<file path="src/rtl/memory_stage_pkg.sv">
// Shared RISC-V pipeline encodings used by the memory stage: load/store width codes,
// writeback result selects, the memory FSM states and the M pipeline register layout.
package riscv_pkg;

    localparam logic [2:0] WS_W  = 3'b000;
    localparam logic [2:0] WS_HS = 3'b001;
    localparam logic [2:0] WS_BS = 3'b010;
    localparam logic [2:0] WS_HU = 3'b101;
    localparam logic [2:0] WS_BU = 3'b110;

    localparam logic [2:0] RS_ALU = 3'b000;
    localparam logic [2:0] RS_MEM = 3'b001;
    localparam logic [2:0] RS_PC4 = 3'b010;
    localparam logic [2:0] RS_IMM = 3'b011;
    localparam logic [2:0] RS_TGT = 3'b100;

    typedef enum logic [2:0] {
        ST_IDLE,
        ST_REQ,
        ST_WAIT,
        ST_DONE,
        ST_DRAIN
    } mem_state_t;

    typedef struct packed {
        logic [31:0] alu_result;
        logic [31:0] write_data;
        logic [31:0] pc_target;
        logic [31:0] pc_plus4;
        logic [31:0] imm_ext;
        logic [4:0]  rd;
        logic [2:0]  funct3;
        logic [2:0]  width_src;
        logic [2:0]  result_src;
        logic        mem_write;
        logic        reg_write;
    } m_reg_t;

    function automatic logic is_half(input logic [2:0] ws);
        return (ws == WS_HS) || (ws == WS_HU);
    endfunction

    function automatic logic is_byte(input logic [2:0] ws);
        return (ws == WS_BS) || (ws == WS_BU);
    endfunction

    function automatic logic is_mem_op(input logic [2:0] rs, input logic mw);
        return (rs == RS_MEM) || mw;
    endfunction

    // Codes that are neither half nor byte are treated as full-word accesses.
    function automatic logic is_misaligned(input logic [1:0] off, input logic [2:0] ws);
        if (is_byte(ws))
            return 1'b0;
        else if (is_half(ws))
            return off[0];
        else
            return off != 2'b00;
    endfunction

    function automatic logic [3:0] byte_enable(input logic [1:0] off, input logic [2:0] ws);
        if (is_half(ws))
            return 4'b0011 << {off[1], 1'b0};
        else if (is_byte(ws))
            return 4'b0001 << off;
        else
            return 4'b1111;
    endfunction

    function automatic logic [31:0] store_data(input logic [31:0] wd, input logic [2:0] ws);
        if (is_half(ws))
            return {2{wd[15:0]}};
        else if (is_byte(ws))
            return {4{wd[7:0]}};
        else
            return wd;
    endfunction

endpackage

</file>
<file path="src/rtl/memory_stage_if.sv">
// Request/response data-memory bus between the memory stage (master) and data memory (slave).
interface memory_stage_if;

    logic        req;
    logic        we;
    logic [31:0] addr;
    logic [31:0] wdata;
    logic [3:0]  be;
    logic        gnt;
    logic        rvalid;
    logic [31:0] rdata;

    modport master (
        output req, we, addr, wdata, be,
        input  gnt, rvalid, rdata
    );

    modport slave (
        input  req, we, addr, wdata, be,
        output gnt, rvalid, rdata
    );

endinterface

</file>
<file path="src/rtl/memory_stage_flop.sv">
// Parameterised pipeline flop with async reset, synchronous clear and enable (clear wins over enable).
module flopenrc_ar #(
    parameter int WIDTH = 32
) (
    input  logic             clk,
    input  logic             rst,
    input  logic             en,
    input  logic             clr,
    input  logic [WIDTH-1:0] d,
    output logic [WIDTH-1:0] q
);

    always_ff @(posedge clk or posedge rst) begin
        if (rst)
            q <= '0;
        else if (clr)
            q <= '0;
        else if (en)
            q <= d;
    end

endmodule

</file>
<file path="src/rtl/memory_stage_load_extend.sv">
// Aligns the addressed bytes of a read word down to bit 0 and sign/zero-extends them by load width.
module load_extend
    import riscv_pkg::*;
(
    input  logic [31:0] rdata,
    input  logic [1:0]  offset,
    input  logic [2:0]  width_src,
    output logic [31:0] data
);

    logic [31:0] shifted;

    assign shifted = rdata >> {offset, 3'b000};

    always_comb begin
        data = shifted;
        case (width_src)
            WS_HS:   data = {{16{shifted[15]}}, shifted[15:0]};
            WS_BS:   data = {{24{shifted[7]}},  shifted[7:0]};
            WS_HU:   data = {16'h0000, shifted[15:0]};
            WS_BU:   data = {24'h000000, shifted[7:0]};
            default: data = shifted;
        endcase
    end

endmodule

</file>
<file path="src/rtl/memory_stage.sv">
// Pipeline M stage: holds the execute results, runs the data-memory handshake for loads/stores
// and presents writeback and forwarding values.
module memory_stage
    import riscv_pkg::*;
(
    input  logic        clk_i,
    input  logic        reset_i,

    input  logic [31:0] alu_result_e_i,
    input  logic [31:0] write_data_e_i,
    input  logic [31:0] pc_target_e_i,
    input  logic [31:0] pc_plus4_e_i,
    input  logic [31:0] imm_ext_e_i,
    input  logic [4:0]  rd_e_i,
    input  logic [2:0]  funct3_e_i,
    input  logic [2:0]  width_src_e_i,
    input  logic [2:0]  result_src_e_i,
    input  logic        mem_write_e_i,
    input  logic        reg_write_e_i,

    input  logic        stall_m_i,
    input  logic        flush_m_i,

    memory_stage_if.master dmem,

    output logic [31:0] alu_result_m_o,
    output logic [31:0] read_data_m_o,
    output logic [31:0] pc_target_m_o,
    output logic [31:0] pc_plus4_m_o,
    output logic [31:0] imm_ext_m_o,
    output logic [4:0]  rd_m_o,
    output logic [2:0]  result_src_m_o,
    output logic        reg_write_m_o,

    output logic [31:0] forward_data_m_o,
    output logic        mem_busy_o,
    output logic        misaligned_m_o
);

    m_reg_t      m_d;
    m_reg_t      m_q;
    mem_state_t  state;
    logic        req_q;
    logic [31:0] rdata_q;
    logic [31:0] load_data;
    logic [2:0]  unused_funct3;

    logic capture;
    logic inc_go;
    logic m_mem;
    logic m_mis;
    logic m_go;

    always_comb begin
        m_d.alu_result = alu_result_e_i;
        m_d.write_data = write_data_e_i;
        m_d.pc_target  = pc_target_e_i;
        m_d.pc_plus4   = pc_plus4_e_i;
        m_d.imm_ext    = imm_ext_e_i;
        m_d.rd         = rd_e_i;
        m_d.funct3     = funct3_e_i;
        m_d.width_src  = width_src_e_i;
        m_d.result_src = result_src_e_i;
        m_d.mem_write  = mem_write_e_i;
        m_d.reg_write  = reg_write_e_i;
    end

    flopenrc_ar #(.WIDTH($bits(m_reg_t))) u_m_reg (
        .clk (clk_i),
        .rst (reset_i),
        .en  (!stall_m_i),
        .clr (flush_m_i),
        .d   (m_d),
        .q   (m_q)
    );

    load_extend u_load_extend (
        .rdata     (dmem.rdata),
        .offset    (m_q.alu_result[1:0]),
        .width_src (m_q.width_src),
        .data      (load_data)
    );

    assign capture = !stall_m_i && !flush_m_i;
    assign inc_go  = is_mem_op(result_src_e_i, mem_write_e_i)
                     && !is_misaligned(alu_result_e_i[1:0], width_src_e_i);
    assign m_mem   = is_mem_op(m_q.result_src, m_q.mem_write);
    assign m_mis   = m_mem && is_misaligned(m_q.alu_result[1:0], m_q.width_src);
    assign m_go    = m_mem && !m_mis;

    // Requests are launched on the same edge that loads the op into M, so a granted
    // single-cycle memory gives a two-cycle load. A flush that coincides with the
    // response needs no drain because nothing is left in flight.
    always_ff @(posedge clk_i or posedge reset_i) begin
        if (reset_i) begin
            state   <= ST_IDLE;
            req_q   <= 1'b0;
            rdata_q <= '0;
        end else begin
            case (state)
                ST_IDLE: begin
                    if (flush_m_i) begin
                        state <= ST_IDLE;
                    end else if (capture) begin
                        if (inc_go) begin
                            state <= ST_REQ;
                            req_q <= 1'b1;
                        end
                    end else if (m_go) begin
                        state <= ST_REQ;
                        req_q <= 1'b1;
                    end
                end
                ST_REQ: begin
                    if (flush_m_i) begin
                        req_q <= 1'b0;
                        state <= (dmem.gnt && !dmem.rvalid) ? ST_DRAIN : ST_IDLE;
                    end else if (dmem.gnt) begin
                        req_q <= 1'b0;
                        if (dmem.rvalid) begin
                            rdata_q <= load_data;
                            state   <= ST_DONE;
                        end else begin
                            state <= ST_WAIT;
                        end
                    end
                end
                ST_WAIT: begin
                    if (dmem.rvalid) begin
                        if (flush_m_i) begin
                            state <= ST_IDLE;
                        end else begin
                            rdata_q <= load_data;
                            state   <= ST_DONE;
                        end
                    end else if (flush_m_i) begin
                        state <= ST_DRAIN;
                    end
                end
                ST_DONE: begin
                    if (flush_m_i) begin
                        state <= ST_IDLE;
                    end else if (!stall_m_i) begin
                        if (inc_go) begin
                            state <= ST_REQ;
                            req_q <= 1'b1;
                        end else begin
                            state <= ST_IDLE;
                        end
                    end
                end
                ST_DRAIN: begin
                    if (dmem.rvalid)
                        state <= ST_IDLE;
                end
                default: begin
                    state <= ST_IDLE;
                    req_q <= 1'b0;
                end
            endcase
        end
    end

    // Bus fields are gated by the request so the port idles at zero and stays steady until granted.
    assign dmem.req   = req_q;
    assign dmem.we    = req_q & m_q.mem_write;
    assign dmem.addr  = req_q ? m_q.alu_result : '0;
    assign dmem.wdata = req_q ? store_data(m_q.write_data, m_q.width_src) : '0;
    assign dmem.be    = req_q ? byte_enable(m_q.alu_result[1:0], m_q.width_src) : 4'b0000;

    assign mem_busy_o = ((state == ST_IDLE) && m_go)
                        || (state == ST_REQ)
                        || (state == ST_WAIT)
                        || (state == ST_DRAIN);

    assign misaligned_m_o = m_mis;
    assign reg_write_m_o  = m_q.reg_write & ~m_mis;
    assign alu_result_m_o = m_q.alu_result;
    assign read_data_m_o  = rdata_q;
    assign pc_target_m_o  = m_q.pc_target;
    assign pc_plus4_m_o   = m_q.pc_plus4;
    assign imm_ext_m_o    = m_q.imm_ext;
    assign rd_m_o         = m_q.rd;
    assign result_src_m_o = m_q.result_src;
    assign unused_funct3  = m_q.funct3;

    always_comb begin
        forward_data_m_o = '0;
        case (m_q.result_src)
            RS_ALU:  forward_data_m_o = m_q.alu_result;
            RS_MEM:  forward_data_m_o = rdata_q;
            RS_PC4:  forward_data_m_o = m_q.pc_plus4;
            RS_IMM:  forward_data_m_o = m_q.imm_ext;
            RS_TGT:  forward_data_m_o = m_q.pc_target;
            default: forward_data_m_o = '0;
        endcase
    end

endmodule

</file>
<file path="src/flat_wrapper.sv">
// flat-port wrapper written by rule: the top's interface ports become plain ports
module memory_stage_flat import riscv_pkg::*;
  (clk_i, reset_i, alu_result_e_i, write_data_e_i, pc_target_e_i, pc_plus4_e_i, imm_ext_e_i, rd_e_i, funct3_e_i, width_src_e_i, result_src_e_i, mem_write_e_i, reg_write_e_i, stall_m_i, flush_m_i, alu_result_m_o, read_data_m_o, pc_target_m_o, pc_plus4_m_o, imm_ext_m_o, rd_m_o, result_src_m_o, reg_write_m_o, forward_data_m_o, mem_busy_o, misaligned_m_o, dmem_req, dmem_we, dmem_addr, dmem_wdata, dmem_be, dmem_gnt, dmem_rvalid, dmem_rdata);
  memory_stage_if dmem_i ();
  input  logic clk_i;
  input  logic reset_i;
  input  logic [31:0] alu_result_e_i;
  input  logic [31:0] write_data_e_i;
  input  logic [31:0] pc_target_e_i;
  input  logic [31:0] pc_plus4_e_i;
  input  logic [31:0] imm_ext_e_i;
  input  logic [4:0] rd_e_i;
  input  logic [2:0] funct3_e_i;
  input  logic [2:0] width_src_e_i;
  input  logic [2:0] result_src_e_i;
  input  logic mem_write_e_i;
  input  logic reg_write_e_i;
  input  logic stall_m_i;
  input  logic flush_m_i;
  output logic [31:0] alu_result_m_o;
  output logic [31:0] read_data_m_o;
  output logic [31:0] pc_target_m_o;
  output logic [31:0] pc_plus4_m_o;
  output logic [31:0] imm_ext_m_o;
  output logic [4:0] rd_m_o;
  output logic [2:0] result_src_m_o;
  output logic reg_write_m_o;
  output logic [31:0] forward_data_m_o;
  output logic mem_busy_o;
  output logic misaligned_m_o;
  output wire logic [$bits(dmem_i.req)-1:0] dmem_req;
  output wire logic [$bits(dmem_i.we)-1:0] dmem_we;
  output wire logic [$bits(dmem_i.addr)-1:0] dmem_addr;
  output wire logic [$bits(dmem_i.wdata)-1:0] dmem_wdata;
  output wire logic [$bits(dmem_i.be)-1:0] dmem_be;
  input wire logic [$bits(dmem_i.gnt)-1:0] dmem_gnt;
  input wire logic [$bits(dmem_i.rvalid)-1:0] dmem_rvalid;
  input wire logic [$bits(dmem_i.rdata)-1:0] dmem_rdata;
  assign dmem_req = dmem_i.req;
  assign dmem_we = dmem_i.we;
  assign dmem_addr = dmem_i.addr;
  assign dmem_wdata = dmem_i.wdata;
  assign dmem_be = dmem_i.be;
  assign dmem_i.gnt = dmem_gnt;
  assign dmem_i.rvalid = dmem_rvalid;
  assign dmem_i.rdata = dmem_rdata;
  memory_stage u_core (.clk_i(clk_i), .reset_i(reset_i), .alu_result_e_i(alu_result_e_i), .write_data_e_i(write_data_e_i), .pc_target_e_i(pc_target_e_i), .pc_plus4_e_i(pc_plus4_e_i), .imm_ext_e_i(imm_ext_e_i), .rd_e_i(rd_e_i), .funct3_e_i(funct3_e_i), .width_src_e_i(width_src_e_i), .result_src_e_i(result_src_e_i), .mem_write_e_i(mem_write_e_i), .reg_write_e_i(reg_write_e_i), .stall_m_i(stall_m_i), .flush_m_i(flush_m_i), .dmem(dmem_i), .alu_result_m_o(alu_result_m_o), .read_data_m_o(read_data_m_o), .pc_target_m_o(pc_target_m_o), .pc_plus4_m_o(pc_plus4_m_o), .imm_ext_m_o(imm_ext_m_o), .rd_m_o(rd_m_o), .result_src_m_o(result_src_m_o), .reg_write_m_o(reg_write_m_o), .forward_data_m_o(forward_data_m_o), .mem_busy_o(mem_busy_o), .misaligned_m_o(misaligned_m_o));
endmodule
</file>
<file path="config.mk">
export PLATFORM = sky130hd
export DESIGN_NAME = memory_stage_flat
export DESIGN_NICKNAME = d
export VERILOG_FILES = /design/src/rtl/memory_stage_pkg.sv /design/src/rtl/memory_stage_if.sv /design/src/rtl/memory_stage_flop.sv /design/src/rtl/memory_stage_load_extend.sv /design/src/rtl/memory_stage.sv /design/src/flat_wrapper.sv
export SDC_FILE = /design/constraint.sdc
export NUM_CORES = 1
export LEC_CHECK = 0
export BUFFER_PORTS_ARGS = -buffer_cell sky130_fd_sc_hd__buf_4
export CORE_AREA = 2 2 188 190
export DETAILED_ROUTE_END_ITERATION = 16
export DIE_AREA = 0 0 190 192
export PLACE_DENSITY_LB_ADDON = 0.3
export RECOVER_POWER = 25
export SYNTH_ARGS = -nofsm -noshare
export SYNTH_HDL_FRONTEND = slang
export SYNTH_HIERARCHICAL = 1
export SYNTH_SLANG_ARGS = --single-unit
</file>
<file path="constraint.sdc">
create_clock -name clk_i -period 7.7 [get_ports clk_i]
set_input_delay 1.54 -clock clk_i [delete_from_list [all_inputs] [get_ports clk_i]]
set_output_delay 1.54 -clock clk_i [all_outputs]
set_load 0.1 [all_outputs]
</file>
Word-level counts from Yosys, hierarchy flattened
Index checks and enable logic that the tools add are counted.
{ "totals": {"reg_bits": 212, "input_bits": 214, "output_inout_bits": 273, "elab_cells": 119} }
{ "classes": {"n_eq_ne": 33, "shifts": 3, "n_mux": 46, "bitwise": 4, "n_reduce_logical": 29} }
{ "ops": {"columns": ["operator", "n"], "rows": [
  ["$mux 176", 2],
  ["$mux 32", 9],
  ["$pmux 32 s5", 1],
  ["$pmux 32 s4", 1],
  ["$pmux 32 s2", 1],
  ["$mux 3", 12],
  ["$shr 32x5->32", 1],
  ["$eq 3x2->1 const B", 6],
  ["$eq 3x3->1 const B", 6],
  ["$ne 2x2->1 const B", 9],
  ["$reduce_and 6->1", 3],
  ["$eq 3x1->1 const B", 5],
  ["$pmux 3 s5", 1],
  ["$mux 1", 14],
  ["$mux 4", 3],
  ["$logic_or 1x1->1", 9],
  ["$ne 3x3->1 const B", 3],
  ["$logic_and 1x1->1", 6],
  ["$logic_not 3->1", 2],
  ["$reduce_bool 2->1", 3],
  ["$logic_not 1->1", 5],
  ["$ne 4x2->1 const B", 1],
  ["$ne 4x4->1 const B", 1],
  ["$pmux 1 s4", 1],
  ["8 further kinds", 10]
]} }

Logic depth before layout (Yosys ltp)
Gate-level depths: netlist of run 1.
{ "logic_depth": {"depth_word": 11, "depth_mapped": 7, "ltp_nobuf": 4} }

Hierarchy
Netlist of run 1, hierarchy kept.
{ "modules_own_cells": {"columns": ["module", "instances", "cells_per_inst", "area_per_inst_um2", "seq_area_each_um2"], "rows": [
  ["flopenrc_ar", 1, 569, 7195.7, 4404.2],
  ["memory_stage", 1, 428, 3652.3, 900.9],
  ["load_extend", 1, 108, 885.8, 0.0]
]} }

Worst setup path after synthesis of run 1
OpenSTA, ideal clock, no wires.
{ "synth_timing": {"path_type": "register -> output", "start": "reg u_core.u_m_reg.q[2]", "end": "out reg_write_m_o", "arrival_ns": 5.817, "t_required_ns": 6.160, "slack_ns": 0.343, "stages_incl_launch_ff": 5, "n_path_buf": 0, "path_cell_list": "dfrtp_1 > nor3b_2 > nor2_1 > nor4_1 > nor2b_1"} }
{ "synth_via": {"elab_chain_cells": 5} }
{ "synth_lines": {"columns": ["element", "line_no", "rtl"], "rows": [
  ["from (decl)", "memory_stage_flop.sv:10", "output logic [WIDTH-1:0] q"],
  ["from (signal assigned)", "memory_stage_flop.sv:15", "q <= '0;"],
  ["from (signal assigned)", "memory_stage_flop.sv:17", "q <= '0;"],
  ["from (signal assigned)", "memory_stage_flop.sv:19", "q <= d;"],
  ["$eq 3x1->1", "memory_stage_pkg.sv:48", "return (rs == RS_MEM) || mw;"],
  ["$logic_or 1x1->1", "memory_stage_pkg.sv:48", null],
  ["$logic_and 1x1->1", "memory_stage.sv:88", "assign m_mis = m_mem && is_misaligned(m_q.alu_result[1:0], m_q.width_src);"],
  ["named net misaligned_m_o", "flat_wrapper.sv:30", "output logic misaligned_m_o;"],
  ["$not 1->1", "memory_stage.sv:177", "assign reg_write_m_o = m_q.reg_write & ~m_mis;"],
  ["$and 1x1->1", "memory_stage.sv:177", null],
  ["to (decl)", "flat_wrapper.sv:27", "output logic reg_write_m_o;"]
]} }
The timed path passes the listed nets, and every way through them passes these cells.

Worst setup path in the final report of run 1
{ "layout_timing": {"start": "in stall_m_i", "end": "reg u_core.u_m_reg.q[78]"} }
{ "layout_via": {"elab_chain_cells": 1} }
{ "layout_lines": {"columns": ["element", "line_no", "rtl"], "rows": [
  ["from (decl)", "flat_wrapper.sv:18", "input logic stall_m_i;"],
  ["$ne 2x1->1 (no source line)", null, null]
]} }
No other way between the ends.
A chain may end at the register's enable or synchronous reset.

==> summary.md, run 1 <==
| Metric | Value |
|---|---|
| Status | finished with violations |
| Failing checks | max-capacitance violations, max-slew violations |
| Critical Setup Path Class | input pin to flip-flop |
| Mapped Area | 11600 um^2 |
| Peak supply drop | 0.429 mV |
| Clock Tree Buf Depth | 3 |
| Fmax | 168 MHz |
| Pwr Density | 311 nW/um^2 |
| Hold Slack | 0.511 ns |
| Residual DRC | 0 |
| DIE WIDTH | 190 um |
| Clock transition at path regs | 0.06 ns |
| TritonCTS buffer count | 26 |
| Largest net degree at the start of global routing | 104 |
| Clock Latency Late Sink | 0.54 ns |
| # clock sinks | 209 |
| Rel. slew slack | -2.23 |
| All-layer global routing usage | 0.246 |
| DR vias | 10500 |
| First-pass GRT wire length | 67.0 mm |
| Final Max Slew Viols | 203 |
| # rows | 68 |
| Fin. Hold Viols | 0 |
| Layout Nets | 1741 |
| Die area | 36500 um^2 |
| Hold path start | u_core/u_m_reg/q[0]$_DFFE_PP0P_ |
| Routed Antenna Nets | 0 |
| Initial antenna violation count | 5 |
| Root Driver | clkbuf_16 |
| Critical Path, Cell by Cell | buf_4 > clkinvlp_2 > buf_4 > mux2i_1 > nor2_1 |
| Worst hold stages | 2 |
| Post-DP HPWL | 34.9 mm |
| Total congestion overflow | 0 |
| Max Clock Skew | 0.0120 ns |
| CTS Hold Bufs | 0 |
| Drt first pass iters | 5 |
| Tightest Hold Check Type | flip-flop to flip-flop |
| CTS resizes | 0 |
| Most used cell, CP | buf_4 |
| Drt first-iter violations | 703 |
| CTS tree | built |
| Core region area | 34300 um^2 |
| H-Tree Depth | 1 |
| Die Span Y | 192 um |
| Commonest non-fill, non-tap cell in the layout | buf_4 |
| Final Critical Period | 5.95 ns |
| Cell count after synthesis | 1096 |
| Post-CTS setup buffers | 0 |
| Worst slew pin tran | 4.82 ns |
| Synthesized net count | 1310 |
| WP data required | 8.09 ns |
| Critical Path AT | 6.34 ns |
| Mean Syn Cell Area | 10.6 um^2 |
| Most frequent cells in the layout | buf_4, dfrtp_1, mux2i_1, nor2_1, mux2_2 |
| Leakage power | 8.07 nW |
| Drt total wl | 47.1 mm |
| I/O Buffers | 483 |
| P&R area growth vs syn | 39.1% |
| Vias per std cell | 5.23 |
| Max FO, Critical Path | 61 |
| Hold endpoint | u_core/u_m_reg/q[0]$_DFFE_PP0P_ |
| Final period utilization | 0.773 |
| Yosys warns | 6 |
| GP Congestion | 0.902 |
| Share of cells above drive strength 1 | 0.403 |
| Vias in the first global route | 10100 |
| CP peak stage delay | 2.73 ns |
| Unrepaired setup endpoints after global routing | false |
| Starting density of the core | 0.339 |
| CP endpoint kind | flip-flop |
| IO Count | 487 |
| R2r setup slk | 5.28 ns |
| CP max-delay cell | clkinvlp_2 |
| Total of max-cap violations | 3 |
| # setup viols final | 0 |
| Wire length per cell after detailed routing | 23.5 um |
| Final Util | 0.471 |
| R2R Path Start | u_core/u_m_reg/q[6]$_DFFE_PP0P_ |
| Setup_tns | 0 ns |
| Crit Reg-Reg Endpoint | u_core/dmem.req$_DFFE_PP0P_ |
| CP Launch Type | input pin |
| Worst reg2reg path depth | 4 |
==> worst max-delay path by stage <==
stage	startpoint	to	slack (ns)	cells past startpoint
final	stall_m_i	u_core/u_m_reg/q[78]$_DFFE_PP0P_	1.75	5
after CTS	u_core/u_m_reg/q[2]$_DFFE_PP0P_	forward_data_m_o[0]	2.95	6
after global routing	stall_m_i	u_core/u_m_reg/q[46]$_DFFE_PP0P_	1.47	5
after global placement	u_core/u_m_reg/q[2]$_DFFE_PP0P_	forward_data_m_o[3]	3.46	5
after floorplan	u_core/u_m_reg/q[2]$_DFFE_PP0P_	reg_write_m_o	0.34	4
after detailed placement	u_core/u_m_reg/q[2]$_DFFE_PP0P_	forward_data_m_o[3]	3.52	5
==> critical path: cells and delay by family <==
family,cells,cell delay (ns)
and+or+nand+nor,1,0.06
buffers and inverters,3,4.31
muxes,1,0.34
==> report_power, final <==
group,switching [mW],internal (mW)
clock network,0.501,0.864
registers,0.170,1.23
logic,1.75,0.509
total,2.42,2.61
==> area by class of cell <==
| type | instances | area, um^2 |
|---|---|---|
| Antenna cell | 2 | 5.00 |
| Clock buffer | 33 | 758 |
| Clock inverter | 15 | 219 |
| Fill cell | 3268 | 18100 |
| Inverter | 10 | 40.0 |
| Multi-Input combinational cell | 783 | 5680 |
| Sequential cell | 209 | 5240 |
| Tap cell | 455 | 569 |
| Timing Repair Buffer | 497 | 3660 |
==> sequential cells by signal (all words and copies together) (netlist names) <==
name	count
u_core/dmem.req	1
u_core/read_data_m_o	32
u_core/state	3
u_core/u_m_reg/q	173
==> per-stage QoR <==
stage	instance area (um^2)	setup WS [ns]	std cells	power, mW
4_1_cts	16300	2.95	2002	5.07
3_5_place_dp	15300	3.52	1954	3.68
2_1_floorplan	11600	0.343	1096	3.10
3_3_place_gp	15300	3.46	1954	3.67
6_report	16200	1.75	2004	5.03
5_1_grt	16200	1.47	2003	5.18
==> routing by layer <==
metal / vias up / track usage / wire [um]
met3: 90 / 0.0596 / 3690
met1: 5139 / 0.323 / 19700
li1: 4766 / - / -
met5: - / 0 / 13
met4: 2 / 0.103 / 2020
met2: 474 / 0.390 / 21700
(Power assumes the default switching activity.)
==> run 2, diff against run 1 <==
- ABC_AREA: default -> 1
- CORE_AREA: 2 2 188 190 -> 2 2 192 194
- DIE_AREA: 0 0 190 192 -> 0 0 194 196
- clock period: 7.7 -> 5.23 ns (I/O delays scaled with it)
==> run 2 against run 1 <==
  * The run still ends with max-capacitance violations, max-slew violations left
  * Sequential power increased by 51%
  * Clock skew grew 0.0080 ns
  * Wire length grew 7.1%
  * Clock power up 42%
  * Power increased by 54%
  * Sequential share of layout area increased by 0.097 points
  * Synthesized cell count up 46%
  * Utilization decreased by 2.5 points
  * Register-to-register slack worse by 2.9 ns
  * Via count up 20%
  * Cell count grew 25%
  * Critical path type is now flip-flop to output pin
  * Highest routed layer is now met4
==> summary.md, run 2 <==
| Metric | Value |
|---|---|
| Clock transition at path regs | 0.06 ns (about the same) |
| Critical Path AT | 3.27 ns (was 6.34 ns) |
| DIE WIDTH | 194 um (was 190 um) |
| Worst slew pin tran | 2.69 ns (was 4.82 ns) |
| Internal | 3.71 mW (was 2.61 mW) |
| Delay-heaviest family, CP | compound AO/OA/AOI/OAI gates (was buffers and inverters) |
| # rows | 70 (was 68) |
| Commonest non-fill, non-tap cell in the layout | nand2_1 (was buf_4) |
| Status | finished with violations (unchanged) |
| All-layer global routing usage | 0.256 (was 0.246) |
| Core region area | 36100 um^2 (was 34300 um^2) |
| Max Clock Skew | 0.0200 ns (was 0.0120 ns) |
| Yosys warns | 6 (unchanged) |
| TritonCTS buffer count | 26 (unchanged) |
| IO Count | 487 (unchanged) |
| I/O Buffers | 483 (unchanged) |
| Cell Count Post-Placement | 2459 (was 1954) |
| First-pass GRT wire length | 75.0 mm (was 67.0 mm) |
| Switch share | 0.521 (was 0.481) |
| Total congestion overflow | 0 (unchanged) |
| Rel. slew slack | -0.792 (was -2.23) |
| Post-DP HPWL | 36.7 mm (was 34.9 mm) |
| Wire length per cell after detailed routing | 20.1 um (was 23.5 um) |
| Setup_tns | 0 ns (unchanged) |
| Final period utilization | 0.825 |
| # setup viols final | 0 (unchanged) |
| GP Congestion | 0.929 (was 0.902) |
| CP max-delay cell | o21ai_0 (was clkinvlp_2) |
| Mapped Area | 11500 um^2 (was 11600 um^2) |
| Design area | 16100 um^2 (was 16200 um^2) |
| Gate power share | 0.476 (was 0.449) |
| CP Buf/Inv Count | 1 (was 3) |
| Root Driver | clkbuf_16 (unchanged) |
| Clock Latency Late Sink | 0.54 ns (about the same) |
| Critical Setup Path Class | flip-flop to output pin (was input pin to flip-flop) |
| Switching power | 4.03 mW (was 2.42 mW) |
| Total of max-cap violations | 2 (was 3) |
| Layout Nets | 2233 (was 1741) |
| Largest net degree at the start of global routing | 174 (was 104) |
| Drt first pass iters | 5 (unchanged) |
| Die area | 38000 um^2 (was 36500 um^2) |
| Tightest Hold Check Type | flip-flop to flip-flop (unchanged) |
| CTS Hold Bufs | 0 (unchanged) |
| DR vias | 12600 (was 10500) |
| Drt total wl | 50.5 mm (was 47.1 mm) |
| CTS resizes | 0 (unchanged) |
| Initial antenna violation count | 2 (was 5) |
| CP Launch Type | flip-flop (was input pin) |
| Failing checks | max-capacitance violations, max-slew violations (unchanged) |
| Post-CTS setup buffers | 0 (unchanged) |
| Critical Path, Cell by Cell | nand3_1 > o21ai_0 > a221oi_2 > nand2_1 > buf_4 (was buf_4 > clkinvlp_2 > buf_4 > mux2i_1 > nor2_1) |
| Vias in the first global route | 12100 (was 10100) |
| Sequential share of power | 0.275 (was 0.279) |
| Cell count after synthesis | 1603 (was 1096) |
| Fillers | 3720 (was 3268) |
| Most flops, register | u_core/u_m_reg/q (unchanged) |
| Non-filler instance count after layout | 2507 (was 2004) |
| Die Span Y | 196 um (was 192 um) |
| Mean Syn Cell Area | 7.18 um^2 (was 10.6 um^2) |
| Placed Area | 15200 um^2 (was 15300 um^2) |
| H-Tree Depth | 1 (unchanged) |
| P&R area growth vs syn | 39.9% (was 39.1%) |
| CP endpoint kind | output pin (was flip-flop) |
| Unrepaired setup endpoints after global routing | false (unchanged) |
| Drt first-iter violations | 957 (was 703) |
| # clock sinks | 209 (unchanged) |
| Synthesized net count | 1817 (was 1310) |
| Pwr Density | 480 nW/um^2 (was 311 nW/um^2) |
| Starting density of the core | 0.319 (was 0.339) |
| Fmax | 232 MHz |
| Final Critical Period | 4.32 ns |
| Clock Tree Buf Depth | 3 (unchanged) |
| Leakage power | 9.08 nW (was 8.07 nW) |
| Share of cells above drive strength 1 | 0.286 (was 0.403) |
| Clock power frac | 0.250 (was 0.271) |
| Max FO, Critical Path | 20 (was 61) |
| Fin. Hold Viols | 0 (unchanged) |
| Most frequent cells in the layout | nand2_1, buf_4, nand3_1, dfrtp_1, inv_1 (was buf_4, dfrtp_1, mux2i_1, nor2_1, mux2_2) |
| WP data required | 4.18 ns (was 8.09 ns) |
| CTS tree | built (unchanged) |
| Routed Antenna Nets | 0 (unchanged) |
| Vias per std cell | 5.03 (was 5.23) |
| CP peak stage delay | 1.03 ns (was 2.73 ns) |
| Residual DRC | 0 (unchanged) |
| Final Max Slew Viols | 211 (was 203) |
| Largest register FFs | 173 (unchanged) |
| Peak supply drop | 0.680 mV (was 0.429 mV) |
[run 2: area by class of cell]
cell class | count | area (um^2) | area share
Antenna cell | 2 | 5.00 | 0.000311
Clock buffer | 34 | 731 | 0.0454
Clock inverter | 12 | 178 | 0.0110
Inverter | 124 | 482 | 0.0299
Multi-Input combinational cell | 1160 | 5130 | 0.319
Sequential cell | 209 | 5230 | 0.325
Tap cell | 468 | 586 | 0.0364
Timing Repair Buffer | 498 | 3760 | 0.233
[run 2: final timing paths]
kind | startpoint | to | slack (ns) | depth (start not counted)
worst max-delay path | u_core/u_m_reg/q[2]$_DFFE_PP0P_ | forward_data_m_o[8] | 0.91 | 5
worst min-delay path | u_core/u_m_reg/q[130]$_DFFE_PP0P_ | u_core/u_m_reg/q[130]$_DFFE_PP0P_ | 0.47 | 2
worst max register to register | u_core/u_m_reg/q[145]$_DFFE_PP0P_ | u_core/read_data_m_o[23]$_DFFE_PP0P_ | 2.43 | 6
worst min register to register | u_core/u_m_reg/q[130]$_DFFE_PP0P_ | u_core/u_m_reg/q[130]$_DFFE_PP0P_ | 0.47 | 2
max in group asynchronous | reset_i | u_core/u_m_reg/q[55]$_DFFE_PP0P_ | 2.03 | 3
min in group asynchronous | reset_i | u_core/u_m_reg/q[147]$_DFFE_PP0P_ | 1.28 | 3
[run 2: worst reg2reg max path: cells and delay by family (launching register included)]
kind / cells / cell delay [ns]
and+or+nand+nor: 5 / 1.10
buffers and inverters: 1 / 0.50
DFF: 1 / 1.12
[run 2: stage by stage]
stage / util / worst slack, ns / power, mW / hold slack (ns)
after global placement: 0.421 / 1.60 / 5.82 / 0.450
final: 0.446 / 0.914 / 7.73 / 0.471
after detailed placement: 0.421 / 1.51 / 5.83 / 0.453
after floorplan: - / 0.249 / 4.86 / 0.437
after CTS: 0.446 / 0.912 / 7.77 / 0.468
after global routing: 0.446 / 0.817 / 8.01 / 0.490
[run 2: power by group through the flow]
| stage | combinational (mW) | clock [mW] | sequential [mW] |
|---|---|---|---|
| after floorplan | 1.54 | 0 | 3.32 |
| after global placement | 3.67 | 0 | 2.15 |
| after detailed placement | 3.69 | 0 | 2.15 |
| after CTS | 3.69 | 1.96 | 2.12 |
| after global routing | 3.84 | 2.03 | 2.15 |
| final | 3.68 | 1.93 | 2.12 |
[run 2: metal layers]
metal,track usage,wire (um),up-vias
li1,-,-,5974
met1,0.349,21800,6009
met2,0.407,23400,547
met3,0.0540,3690,74
met4,0.0831,1630,0
met5,0,0,-
